==> src/rtl/jtoutrun_pkg.sv <==
// Shared definitions for the Out Run main/sub CPU bus bridge.
package jtoutrun_pkg;

   typedef enum logic [2:0] {
      ST_IDLE   = 3'd0,
      ST_REQ    = 3'd1,
      ST_SETTLE = 3'd2,
      ST_WAIT   = 3'd3,
      ST_DONE   = 3'd4
   } state_t;

   localparam logic [15:0] OPEN_BUS = 16'hFFFF;

endpackage

==> src/rtl/jtoutrun_subbridge.sv <==
// Converts a main 68000 access to the sub-CPU window into a bus-request
// transaction on the sub bus, with a timeout so a hung sub CPU cannot lock the main bus.
module jtoutrun_subbridge
   import jtoutrun_pkg::*;
#(
   parameter int SETTLE = 2,
   parameter int TOUT   = 1023
) (
   input  logic        clk,
   input  logic        rst,
   input  logic        win_cs,
   input  logic        main_ASn,
   input  logic [19:1] main_A,
   input  logic [1:0]  main_dsn,
   input  logic        main_rnw,
   input  logic [15:0] main_dout,
   output logic [15:0] main_din,
   output logic        main_ok,
   output logic        sub_br,
   output logic [19:1] br_A,
   output logic [1:0]  br_dsn,
   output logic        br_rnw,
   output logic [15:0] br_dout,
   input  logic [15:0] sub_din,
   input  logic        sub_ok,
   output logic        tout_err
);

   localparam int CW = $clog2(TOUT + 1);
   localparam int SETTLE_LAST_I = (SETTLE > 0) ? SETTLE - 1 : 0;
   localparam logic [CW-1:0] TOUT_C        = CW'(TOUT);
   localparam logic [CW-1:0] SETTLE_LAST_C = CW'(SETTLE_LAST_I);

   state_t        state_q, state_d;
   logic [CW-1:0] cnt_q, cnt_d;
   logic          sub_br_q, sub_br_d;
   logic          tout_err_q, tout_err_d;
   logic [15:0]   main_din_q, main_din_d;
   logic [19:1]   br_a_q, br_a_d;
   logic [1:0]    br_dsn_q, br_dsn_d;
   logic          br_rnw_q, br_rnw_d;
   logic [15:0]   br_dout_q, br_dout_d;
   logic          strobe;
   logic          drop_bus;

   assign strobe = win_cs & ~main_ASn & (main_dsn != 2'b11);

   always_comb begin
      state_d    = state_q;
      cnt_d      = cnt_q;
      sub_br_d   = sub_br_q;
      tout_err_d = 1'b0;
      main_din_d = main_din_q;
      br_a_d     = br_a_q;
      br_dsn_d   = br_dsn_q;
      br_rnw_d   = br_rnw_q;
      br_dout_d  = br_dout_q;
      drop_bus   = 1'b0;

      case (state_q)
         ST_IDLE: begin
            if (strobe) begin
               br_a_d    = main_A;
               br_dsn_d  = main_dsn;
               br_rnw_d  = main_rnw;
               br_dout_d = main_dout;
               sub_br_d  = 1'b1;
               cnt_d     = '0;
               state_d   = ST_REQ;
            end
         end
         ST_REQ: begin
            // Main CPU gave up the cycle: leave quietly, no ready and no error.
            if (main_ASn) begin
               drop_bus = 1'b1;
               state_d  = ST_IDLE;
            end else if (sub_ok) begin
               cnt_d   = '0;
               state_d = (SETTLE == 0) ? ST_WAIT : ST_SETTLE;
            end else if (cnt_q == TOUT_C) begin
               main_din_d = OPEN_BUS;
               tout_err_d = 1'b1;
               drop_bus   = 1'b1;
               state_d    = ST_DONE;
            end else begin
               cnt_d = cnt_q + CW'(1);
            end
         end
         ST_SETTLE: begin
            if (main_ASn) begin
               drop_bus = 1'b1;
               state_d  = ST_IDLE;
            end else if (cnt_q == SETTLE_LAST_C) begin
               cnt_d   = '0;
               state_d = ST_WAIT;
            end else begin
               cnt_d = cnt_q + CW'(1);
            end
         end
         ST_WAIT: begin
            if (main_ASn) begin
               drop_bus = 1'b1;
               state_d  = ST_IDLE;
            end else if (sub_ok) begin
               if (br_rnw_q) main_din_d = sub_din;
               drop_bus = 1'b1;
               state_d  = ST_DONE;
            end else if (cnt_q == TOUT_C) begin
               main_din_d = OPEN_BUS;
               tout_err_d = 1'b1;
               drop_bus   = 1'b1;
               state_d    = ST_DONE;
            end else begin
               cnt_d = cnt_q + CW'(1);
            end
         end
         ST_DONE: begin
            if (main_ASn) state_d = ST_IDLE;
         end
         default: state_d = ST_IDLE;
      endcase

      // Releasing the sub bus always returns the strobes/direction to idle.
      if (drop_bus) begin
         sub_br_d = 1'b0;
         br_dsn_d = 2'b11;
         br_rnw_d = 1'b1;
      end
   end

   always_ff @(posedge clk or posedge rst) begin
      if (rst) begin
         state_q    <= ST_IDLE;
         cnt_q      <= '0;
         sub_br_q   <= 1'b0;
         tout_err_q <= 1'b0;
         main_din_q <= 16'h0000;
         br_a_q     <= '0;
         br_dsn_q   <= 2'b11;
         br_rnw_q   <= 1'b1;
         br_dout_q  <= 16'h0000;
      end else begin
         state_q    <= state_d;
         cnt_q      <= cnt_d;
         sub_br_q   <= sub_br_d;
         tout_err_q <= tout_err_d;
         main_din_q <= main_din_d;
         br_a_q     <= br_a_d;
         br_dsn_q   <= br_dsn_d;
         br_rnw_q   <= br_rnw_d;
         br_dout_q  <= br_dout_d;
      end
   end

   assign main_ok  = win_cs & (state_q == ST_DONE);
   assign main_din = main_din_q;
   assign sub_br   = sub_br_q;
   assign tout_err = tout_err_q;
   assign br_A     = br_a_q;
   assign br_dsn   = br_dsn_q;
   assign br_rnw   = br_rnw_q;
   assign br_dout  = br_dout_q;

endmodule

==> config.mk <==
export PLATFORM = sky130hd
export DESIGN_NAME = jtoutrun_subbridge
export DESIGN_NICKNAME = d
export VERILOG_FILES = /design/src/rtl/jtoutrun_pkg.sv /design/src/rtl/jtoutrun_subbridge.sv
export SDC_FILE = /design/constraint.sdc
export NUM_CORES = 1
export LEC_CHECK = 0
export CAP_MARGIN = 10
export CORE_MARGIN = 2
export CORE_UTILIZATION = 35
export CTS_BUF_LIST = sky130_fd_sc_hd__clkbuf_8
export DETAILED_ROUTE_END_ITERATION = 7
export HOLD_SLACK_MARGIN = 0.05
export PLACE_DENSITY = 0.63
export SETUP_SLACK_MARGIN = 0.1
export SLEW_MARGIN = 20
export SYNTH_ARGS = -nofsm -noshare
export SYNTH_HDL_FRONTEND = slang
export SYNTH_SLANG_ARGS = --single-unit
export TNS_END_PERCENT = 30
==> constraint.sdc <==
create_clock -name clk -period 2.2 [get_ports clk]
set_input_delay 0.22 -clock clk [delete_from_list [all_inputs] [get_ports clk]]
set_output_delay 0.22 -clock clk [all_outputs]
set_load 0.03 [all_outputs]
==> After elaboration in Yosys (flattened, before gate mapping) <==
Index checks and enable logic that the tools add are counted.
{ "totals": {"register_bits": 69, "inputBits": 59, "output_inout_bits": 57, "elab_cells": 85} }
{ "classes": {"n_addsub": 1, "eq_ne": 16, "muxes": 44, "n_bitwise": 4, "n_reduce_logical": 11} }
{ "op_table": {"columns": ["operator", "n"], "rows": [
  ["two-way mux 16 bit", 6],
  ["two-way mux 10 bit", 8],
  ["one-hot mux 10 bit (4 select lines)", 1],
  ["one-hot mux 16 bit (2 select lines)", 1],
  ["two-way mux 3 bit", 9],
  ["!= test 2 bit, second input constant", 8],
  ["one-hot mux 3 bit (5 select lines)", 1],
  ["two-way mux 1 bit", 14],
  ["adder 10 x 1 -> 10 bit, second input constant", 1],
  ["equality test 10 x 1 -> 1 bit, second input constant", 1],
  ["equality test 10 bit, second input constant", 1],
  ["equality test 3 x 2 -> 1 bit, second input constant", 2],
  ["two-way mux 2 bit", 3],
  ["!= test 3 bit, second input constant", 2],
  ["AND reduction 6 bit", 1],
  ["nonzero test 2 bit", 3],
  ["AND reduction 5 bit", 1],
  ["AND reduction 2 bit", 2],
  ["nonzero test 4 bit", 1],
  ["AND 1 bit", 3],
  ["equality test 3 x 1 -> 1 bit, second input constant", 1],
  ["equality test 3 bit, second input constant", 1],
  ["zero test 3 bit", 1],
  ["one-hot mux 1 bit (3 select lines)", 1],
  ["3 further kinds", 3]
]} }

==> Depth between registers and ports, before layout <==
Gate-level depths: netlist (run 1).
{ "logic_depth": {"ltp_word": 7, "ltp_mapped": 7, "depth_no_buf": 7} }

==> Worst setup path after synthesis (run 1) <==
Ideal clock, no wire load.
{ "synth_path": {"path_type": "register to register", "start": "register cnt_q[1]", "end": "register cnt_q[3]", "setup_time_ns": 0.133, "arrival_ns": 1.878, "required_ns": 2.067, "setup_slack_ns": 0.188, "path_stages_with_launch": 8, "path_buffers": 0, "period_less_slack_ns": 2.012, "path_cell_list": "dfrtp_1 inv_1 ha_1 or4b_4 o41ai_4 a211oi_2 a41oi_2 a31oi_1"} }
{ "synth_between": {"elab_chain_len": 5, "word_cells_on_any_way": 11, "classes_between": "add/sub (1); eq/ne (2); mux (8)"} }
{ "synth_rtl": {"columns": ["item", "line", "rtl"], "rows": [
  ["start, declared", "jtoutrun_subbridge.sv:35", "logic [CW-1:0] cnt_q, cnt_d;"],
  ["start signal, assigned", "jtoutrun_subbridge.sv:144", "cnt_q <= cnt_d;"],
  ["adder 10 x 1 -> 10 bit / equality test 10 bit (equally long branches)", null, null],
  ["two-way mux 10 bit", "jtoutrun_subbridge.sv:80, jtoutrun_subbridge.sv:108", null],
  ["two-way mux 10 bit, on equally long branches", "jtoutrun_subbridge.sv:104, jtoutrun_subbridge.sv:77", null],
  ["two-way mux 10 bit, on equally long branches", "jtoutrun_subbridge.sv:101, jtoutrun_subbridge.sv:74", null],
  ["one-hot mux 10 bit (4 select lines) (*)", "jtoutrun_subbridge.sv:60", "case (state_q)"]
]} }
Mark *: on every way between the ends. The rest lies on a longest branch, timed or not. The select of a mux whose other input is x is not followed.
A chain may end at the register's enable or synchronous reset.

==> Final worst setup path (run 1) <==
Ends and elaborated chain as after synthesis.

==> key figures, run 1 <==
Timing
  • Slew @ Worst Pin: 0.834 ns
  • Final hold vios: 0
  • Setup TNS: 0 ns
  • F_max: 0.493 GHz
  • Slew headroom: 43.5%
  • Final WS setup: 0.170 ns
  • RSZ-0062 raised after global routing: no
  • Final period util: 92.3%
  • Clock skew: 0.0132 ns
  • Number of setup violations in the final report: 0
  • Clock period minus final worst setup slack: 2.03 ns
  • Max Slew Vio Count: 0

Route
  • DRT Pass-1 Iters: 4
  • DRC: 0
  • Via density: 5.00
  • Final ANT Viol Nets: 0
  • Via count: 2407
  • DR WL/cell: 15.4 µm
  • Detailed Route Iter0 Violations: 106
  • Final WL: 7420 µm

Place
  • GPL Wtd Cong: 0.782
  • DP HPWL: 5450 µm
  • Pre-CTS setup slack: 0.0513 ns
  • Placement Cell Area: 0.00437 mm²
  • I/O Buffers: 115
  • DP Cell Count: 464

Power
  • Max IR drop VDD: 0.410 mV
  • Pwr Density: 894 mW/mm²
  • Standby leakage power: 1.89 nW

CTS
  • Clk_lat worst skew: 0.35 ns
  • CTS Buf Count: 9
  • CTS H-tree depth: 3
  • Max Buffers Root-to-Sink: 2
  • TritonCTS clock tree: built
  • Root Buffer: clkbuf_8
  • Clk sinks: 69
  • Worst-path clk slew: 0.09 ns

Worst setup path
  • Slowest stage cell, crit path: or4b_4
  • Worst r2r dst: cnt_q[3]
  • Crit end category: flop
  • CP Launch Point: cnt_q[1]
  • Critical path required time: 2.42 ns
  • Worst EP arrival: 2.24 ns
  • Max FO, Critical Path: 6
  • Worst reg-to-reg setup slack: 0.17 ns
  • Crit Path Category: flop to flop
  • Crit start category: flop
  • Register-to-Register Path Depth: 8
  • Critical Path, Cell by Cell: inv_1, ha_1, or4b_4, o41ai_4, buf_4, a211oi_4, a41oi_2, a31oi_1
  • Crit Reg-Reg Startpoint: cnt_q[1]
  • Delay of the slowest critical-path stage: 0.48 ns

Final layout
  • Area Growth Syn to Fin: 51.3%
  • Final Cell Area: 0.00461 mm²
  • Layout Cells excl Fill: 481
  • Final nets: 429
  • Fill cells: 787
  • Ant. Diodes: 0
  • Share of cells above drive strength 1: 12.9%
  • Final Core Density: 53.6%

Logic synthesis
  • Mapped cell area: 0.00305 mm²
  • Dominant synthesized flop cell: dfrtp_1
  • Compound-Gate Fraction of Synth Area: 14.5%
  • Post-Syn Instances: 240
  • Yosys Warn Count: 0
  • Synth unique cells: 50
  • Mux share of post-synthesis cell area: 14.3%
  • Number of synthesized flops with an enable pin: 0
  • Synth Area in Adders: 0.821%
  • Seq/Total Area, Yosys: 56.8%
  • Async set or reset register ratio after synthesis: 100%
  • Main combinational cell family by area after synthesis: compound AO/OA/AOI/OAI gates
  • XOR/XNOR Fraction of Synth Area: 0.287%
  • Syn avg cell area: 12.7 µm²
  • Net Count, Synth: 301
  • Simple-gate share of the synthesized area: 10.1%
  • Synth Register Bits: 69

Outcome
  • Run status: finished clean

Global routing
  • GRT Util Overall: 15.8%
  • Initial antenna violation count: 0
  • Grt ovf: 0
  • Number of global-route vias before repair: 2445
  • Largest net degree at the start of global routing: 25
  • First-pass GRT wire length: 12000 µm

Job
  • Max-cap violations: 0

Die
  • Io pins: 116
  • Die Y: 97.3 µm
  • Rows: 34
  • Starting Density: 35.5%
  • Die extent in x: 97.3 µm
  • Die area: 0.00947 mm²
  • Core Region: 0.00859 mm²

Worst hold path
  • Worst min-delay path category: primary input to async pin
[placed cells by master, fill, tap and decap left out, types with 4 or more instances in the layout]
cell type and instances:
a21oi_1 5, clkbuf_8 10, buf_4 13, dfrtp_1 64, mux2i_1 4, nand2_1 16
o311ai_1 4, nor2_1 9, o22a_1 17, clkdlybuf4s50_1 114, inv_1 6, nand3_1 9
nand2b_1 4, mux2_1 35
[synth_stat cells (3+ instances only)]
library cell | count | area (µm²)
clkbuf_1 | 4 | 15.0
inv_1 | 7 | 26.3
o211ai_1 | 3 | 22.5
buf_2 | 4 | 20.0
nand2b_1 | 4 | 25.0
nand3_1 | 9 | 45.0
o22a_1 | 17 | 149
o21ai_1 | 3 | 15.0
nor2_1 | 9 | 33.8
o21ai_0 | 3 | 15.0
a21oi_1 | 5 | 25.0
dfrtp_1 | 66 | 1650
mux2i_1 | 4 | 40.0
dfstp_2 | 3 | 78.8
nand2_1 | 17 | 63.8
o311ai_1 | 4 | 35.0
nor3_1 | 3 | 15.0
mux2_1 | 35 | 394
[timing repair]
item	in CTS	in global routing
gates resized for setup	2	7
hold buffers	0	0
setup buffers	0	1
pin swaps	1	0
endpoints found under the setup margin	3	22
endpoints found under the hold margin	0	0
[report_power, final]
group          leakage, nW  switching [W]  internal, W  total (W)
clock network       0.0889       0.000522     0.000446   0.000967
registers            0.865       0.000141      0.00153    0.00167
logic                0.939       0.000789     0.000694    0.00148
total                 1.89        0.00145      0.00267    0.00412
[cell families (layout without fill, tap and decap cells)]
family | count (synthesis) | count (layout)
flops | 69 | 69
simple gates | 57 | 57
compound gates | 53 | 53
mux | 39 | 39
buf+inv | 19 | 152
fa+ha+maj | 2 | 2
xor+xnor | 1 | 1
[how the worst max path moves through the flow]
stage               end  cells past startpoint
2_1_floorplan  cnt_q[3]                      7
3_3_place_gp   cnt_q[3]                      6
3_5_place_dp   cnt_q[3]                      6
4_1_cts         main_ok                      2
5_1_grt        cnt_q[5]                      5
6_report       cnt_q[3]                      8
[critical path: cells and delay by family (launching register included)]
| family | cells | cell delay [ns] |
|---|---|---|
| flip-flops | 1 | 0.39 |
| adder cells (fa/ha/maj) | 1 | 0.14 |
| AO/OA/AOI/OAI | 4 | 0.59 |
| AND/OR/NAND/NOR | 1 | 0.48 |
| buffers and inverters | 2 | 0.28 |
[sequential cells by signal (all words and copies together) (netlist names)]
register / flops
br_A: 19
br_dout: 16
br_dsn: 2
br_rnw: 1
cnt_q: 10
main_din: 16
state_q: 3
sub_br: 1
tout_err: 1
[layout make-up]
class | instances | area (µm²) | area share [%]
flip-flops and latches | 69 | 1730 | 37.6
repair buffers | 129 | 1270 | 27.6
multi-input cells | 152 | 1260 | 27.3
clock buffers | 10 | 138 | 2.99
well taps | 108 | 135 | 2.93
clock inverters | 6 | 46.3 | 1.00
inverters | 7 | 26.3 | 0.570
[per-layer routing]
layer  global-route usage [%]  routed length (µm)
met3                     3.53                 333
met4                     7.48                 158
met1                     19.1                3100
met2                     26.9                3830
met5                        0                   0
[per-stage QoR]
step                      hold WS [ns]  power (W)
after floorplan                  0.346    0.00249
after global placement           0.472    0.00317
after detailed placement         0.480    0.00319
after CTS                        0.199    0.00417
after global routing             0.224    0.00431
final                            0.201    0.00412
No activity file was read; power rests on OpenSTA's default activity.
==> run 2: changes to the inputs <==
==> constraint.sdc (replaced) <==
create_clock -name clk -period 2.2 [get_ports clk]
set_input_delay 0.22 -clock clk [delete_from_list [all_inputs] [get_ports clk]]
set_output_delay 0.22 -clock clk [all_outputs]
set_load 0.01 [all_outputs]
==> run 2 against run 1 <==
Hold slack improved by 0.0015 ns. Register-to-register slack got worse by 0.06 ns. Die area did not move. Count of clock-buffer cells in the layout did not move.
==> key figures, run 2 (synthesis gave the netlist of run 1 again) <==
Outcome
  • Run status: finished clean

Global routing
  • Initial antenna violation count: 0 (unchanged)
  • Grt ovf: 0 (unchanged)
  • Number of global-route vias before repair: 2445 (unchanged)
  • Largest net degree at the start of global routing: 25 (unchanged)
  • GRT Util Overall: 15.8% (unchanged)
  • First-pass GRT wire length: 12000 µm (unchanged)

Final layout
  • Largest register FFs: 19 (unchanged)
  • Share of cells above drive strength 1: 13.8% (+0.96 points)
  • Ant. Diodes: 0 (unchanged)
  • Commonest cells after routing, fill and taps aside: clkdlybuf4s50_1 (115), dfrtp_1 (64), mux2_1 (35)
  • Fill cells: 786 (-0.13%)
  • Area Growth Syn to Fin: 51.7%
  • Final nets: 432 (+0.70%)
  • Most common cell after layout, fill and taps aside: clkdlybuf4s50_1

Power
  • Int Power: 0.00267 W (+0.18%)
  • Standby leakage power: 1.89 nW (-0.19%)
  • Pwr Density: 809 mW/mm² (-9.5%)
  • Part of the power in combinational logic: 29.5% (-6.5 points)
  • Sw frac: 28.5% (-6.8 points)
  • Reg power frac: 44.7% (+4.2 points)
  • Max IR drop VDD: 0.373 mV (-8.9%)
  • Psw: 0.00106 W (-27%)
  • Clock share of power: 25.8% (+2.3 points)

Die
  • Core Region: 0.00859 mm² (unchanged)
  • Die extent in x: 97.3 µm (unchanged)
  • Starting Density: 35.5% (unchanged)
  • Rows: 34 (unchanged)
  • Die area: 0.00947 mm² (unchanged)
  • Io pins: 116 (unchanged)
  • Die Y: 97.3 µm (unchanged)

Place
  • Pre-CTS setup slack: 0.0513 ns (unchanged)
  • GPL Wtd Cong: 0.782 (unchanged)
  • DP HPWL: 5450 µm (unchanged)
  • I/O Buffers: 115 (unchanged)

Route
  • Routed length on met3: 345 µm (+3.6%)
  • DRC: 0 (unchanged)
  • Detailed Route Iter0 Violations: 107 (+0.94%)
  • Final WL: 7400 µm (-0.27%)
  • DRT Pass-1 Iters: 4 (unchanged)
  • Via density: 5.00 (about the same)
  • Top sig layer: met4
  • Via count: 2420 (+0.54%)
  • Metal1 wirelength: 3090 µm (-0.45%)
  • Met2 wire len: 3810 µm (-0.52%)
  • DR WL/cell: 15.3 µm (-0.89%)
  • Final ANT Viol Nets: 0 (unchanged)

Worst hold path
  • Worst min-delay path category: primary input to async pin

Timing
  • Slew @ Worst Pin: 0.872 ns (+0.0380 ns)
  • Setup TNS: 0 ns (unchanged)
  • Final WS setup: 0.113 ns (-0.0577 ns)
  • Number of setup violations in the final report: 0 (unchanged)
  • Slew headroom: 40.9% (-2.6 points)
  • Clock skew: 0.0135 ns (+0.000262 ns)
  • Clock period minus final worst setup slack: 2.09 ns (+0.0577 ns)
  • RSZ-0062 raised after global routing: yes
  • F_max: 0.479 GHz (-2.8%)
  • Final hold vios: 0 (unchanged)
  • Max Slew Vio Count: 0 (unchanged)
  • Final period util: 94.9% (+2.6 points)

CTS
  • CTS Buf Count: 9 (unchanged)
  • Root Buffer: clkbuf_8
  • CTS H-tree depth: 3 (unchanged)
  • Clk sinks: 69 (unchanged)
  • TritonCTS clock tree: built
  • Clk_lat worst skew: 0.35 ns (about the same)
  • Worst-path clk slew: 0.09 ns (about the same)
  • Hold-fix buffers, CTS: 0 (unchanged)
  • Max Buffers Root-to-Sink: 2 (unchanged)

Worst setup path
  • Worst EP arrival: 2.30 ns (+0.06 ns)
  • Delay of the slowest critical-path stage: 0.48 ns (about the same)
  • Crit end category: flop
  • Critical path required time: 2.42 ns (about the same)
  • Max FO, Critical Path: 6 (unchanged)
  • Critical Path, Cell by Cell: inv_2, ha_1, or4b_4, o41ai_4, buf_4, a211oi_4, a41oi_2, a31oi_1
  • Crit start category: flop
  • Crit Path Category: flop to flop
  • Slowest stage cell, crit path: or4b_4

Job
  • Max-cap violations: 0 (unchanged)
-- run 2: changes by cell type in the layout (fill, tap and decap cells not counted) --
cell / delta
nand3_4: -1
nand3_2: +1
buf_4: +3
inv_2: +1
inv_1: -1
clkdlybuf4s50_1: +1
dlymetal6s2s_1: -1
-- run 2: final timing paths --
| path | start | endpoint | slack (ns) | cells after the start |
|---|---|---|---|---|
| worst max-delay path | cnt_q[1] | cnt_q[3] | 0.11 | 8 |
| worst min-delay path | rst | br_A[9] | 0.20 | 2 |
| worst max register to register | cnt_q[1] | cnt_q[3] | 0.11 | 8 |
| worst min register to register | br_A[2] | br_A[2] | 0.49 | 1 |
| max in group asynchronous | rst | br_rnw | 1.40 | 3 |
| min in group clk | sub_din[10] | main_din[10] | 0.46 | 2 |
-- run 2: critical path: cells and delay by family (launching register included) --
family                     cells  cell delay (ns)
AOI/OAI and AO/OA              4             0.67
and+or+nand+nor                1             0.48
DFF                            1             0.40
buffers and inverters          2             0.26
adders and majority gates      1             0.13
-- run 2: cell type report --
class	instances	area, µm²	share of cell area, %
inverters	7	26.3	0.569
flip-flops and latches	69	1730	37.5
multi-input cells	152	1250	27.1
repair buffers	132	1290	27.9
clock buffers	10	138	2.98
well taps	108	135	2.92
clock inverters	6	46.3	1.00
-- run 2: power groups by stage --
stage,registers (W),clock network [W],logic (W)
floorplan,0.00180,0,0.000303
detailed placement,0.00170,0,0.00111
CTS,0.00168,0.000992,0.00111
finish,0.00167,0.000965,0.00110
global placement,0.00168,0,0.00110
global route,0.00171,0.00105,0.00118
-- run 2: routing by layer --
metal / GRT usage [%] / up-vias
li1: - / 1151
met1: 19.1 / 1182
met2: 26.9 / 72
met3: 3.53 / 15
met4: 7.48 / 0
met5: 0 / -
-- run 2: per-stage QoR --
stage	util, %	cells	hold WS (ns)	area [µm²]	total power [W]
final	53.8	484	0.202	4620	0.00374
after detailed placement	50.9	464	0.480	4370	0.00280
after CTS	53.0	480	0.199	4560	0.00378
after global routing	53.8	484	0.224	4620	0.00393
after global placement	50.9	464	0.472	4370	0.00278
after floorplan	-	240	0.346	3050	0.00211
-- run 2: timing repair --
item | in CTS | in global routing
buffers inserted | 0 | 4
endpoints found under the setup margin | 2 | 22
pin swaps | 1 | 3
gates resized for setup | 1 | 7
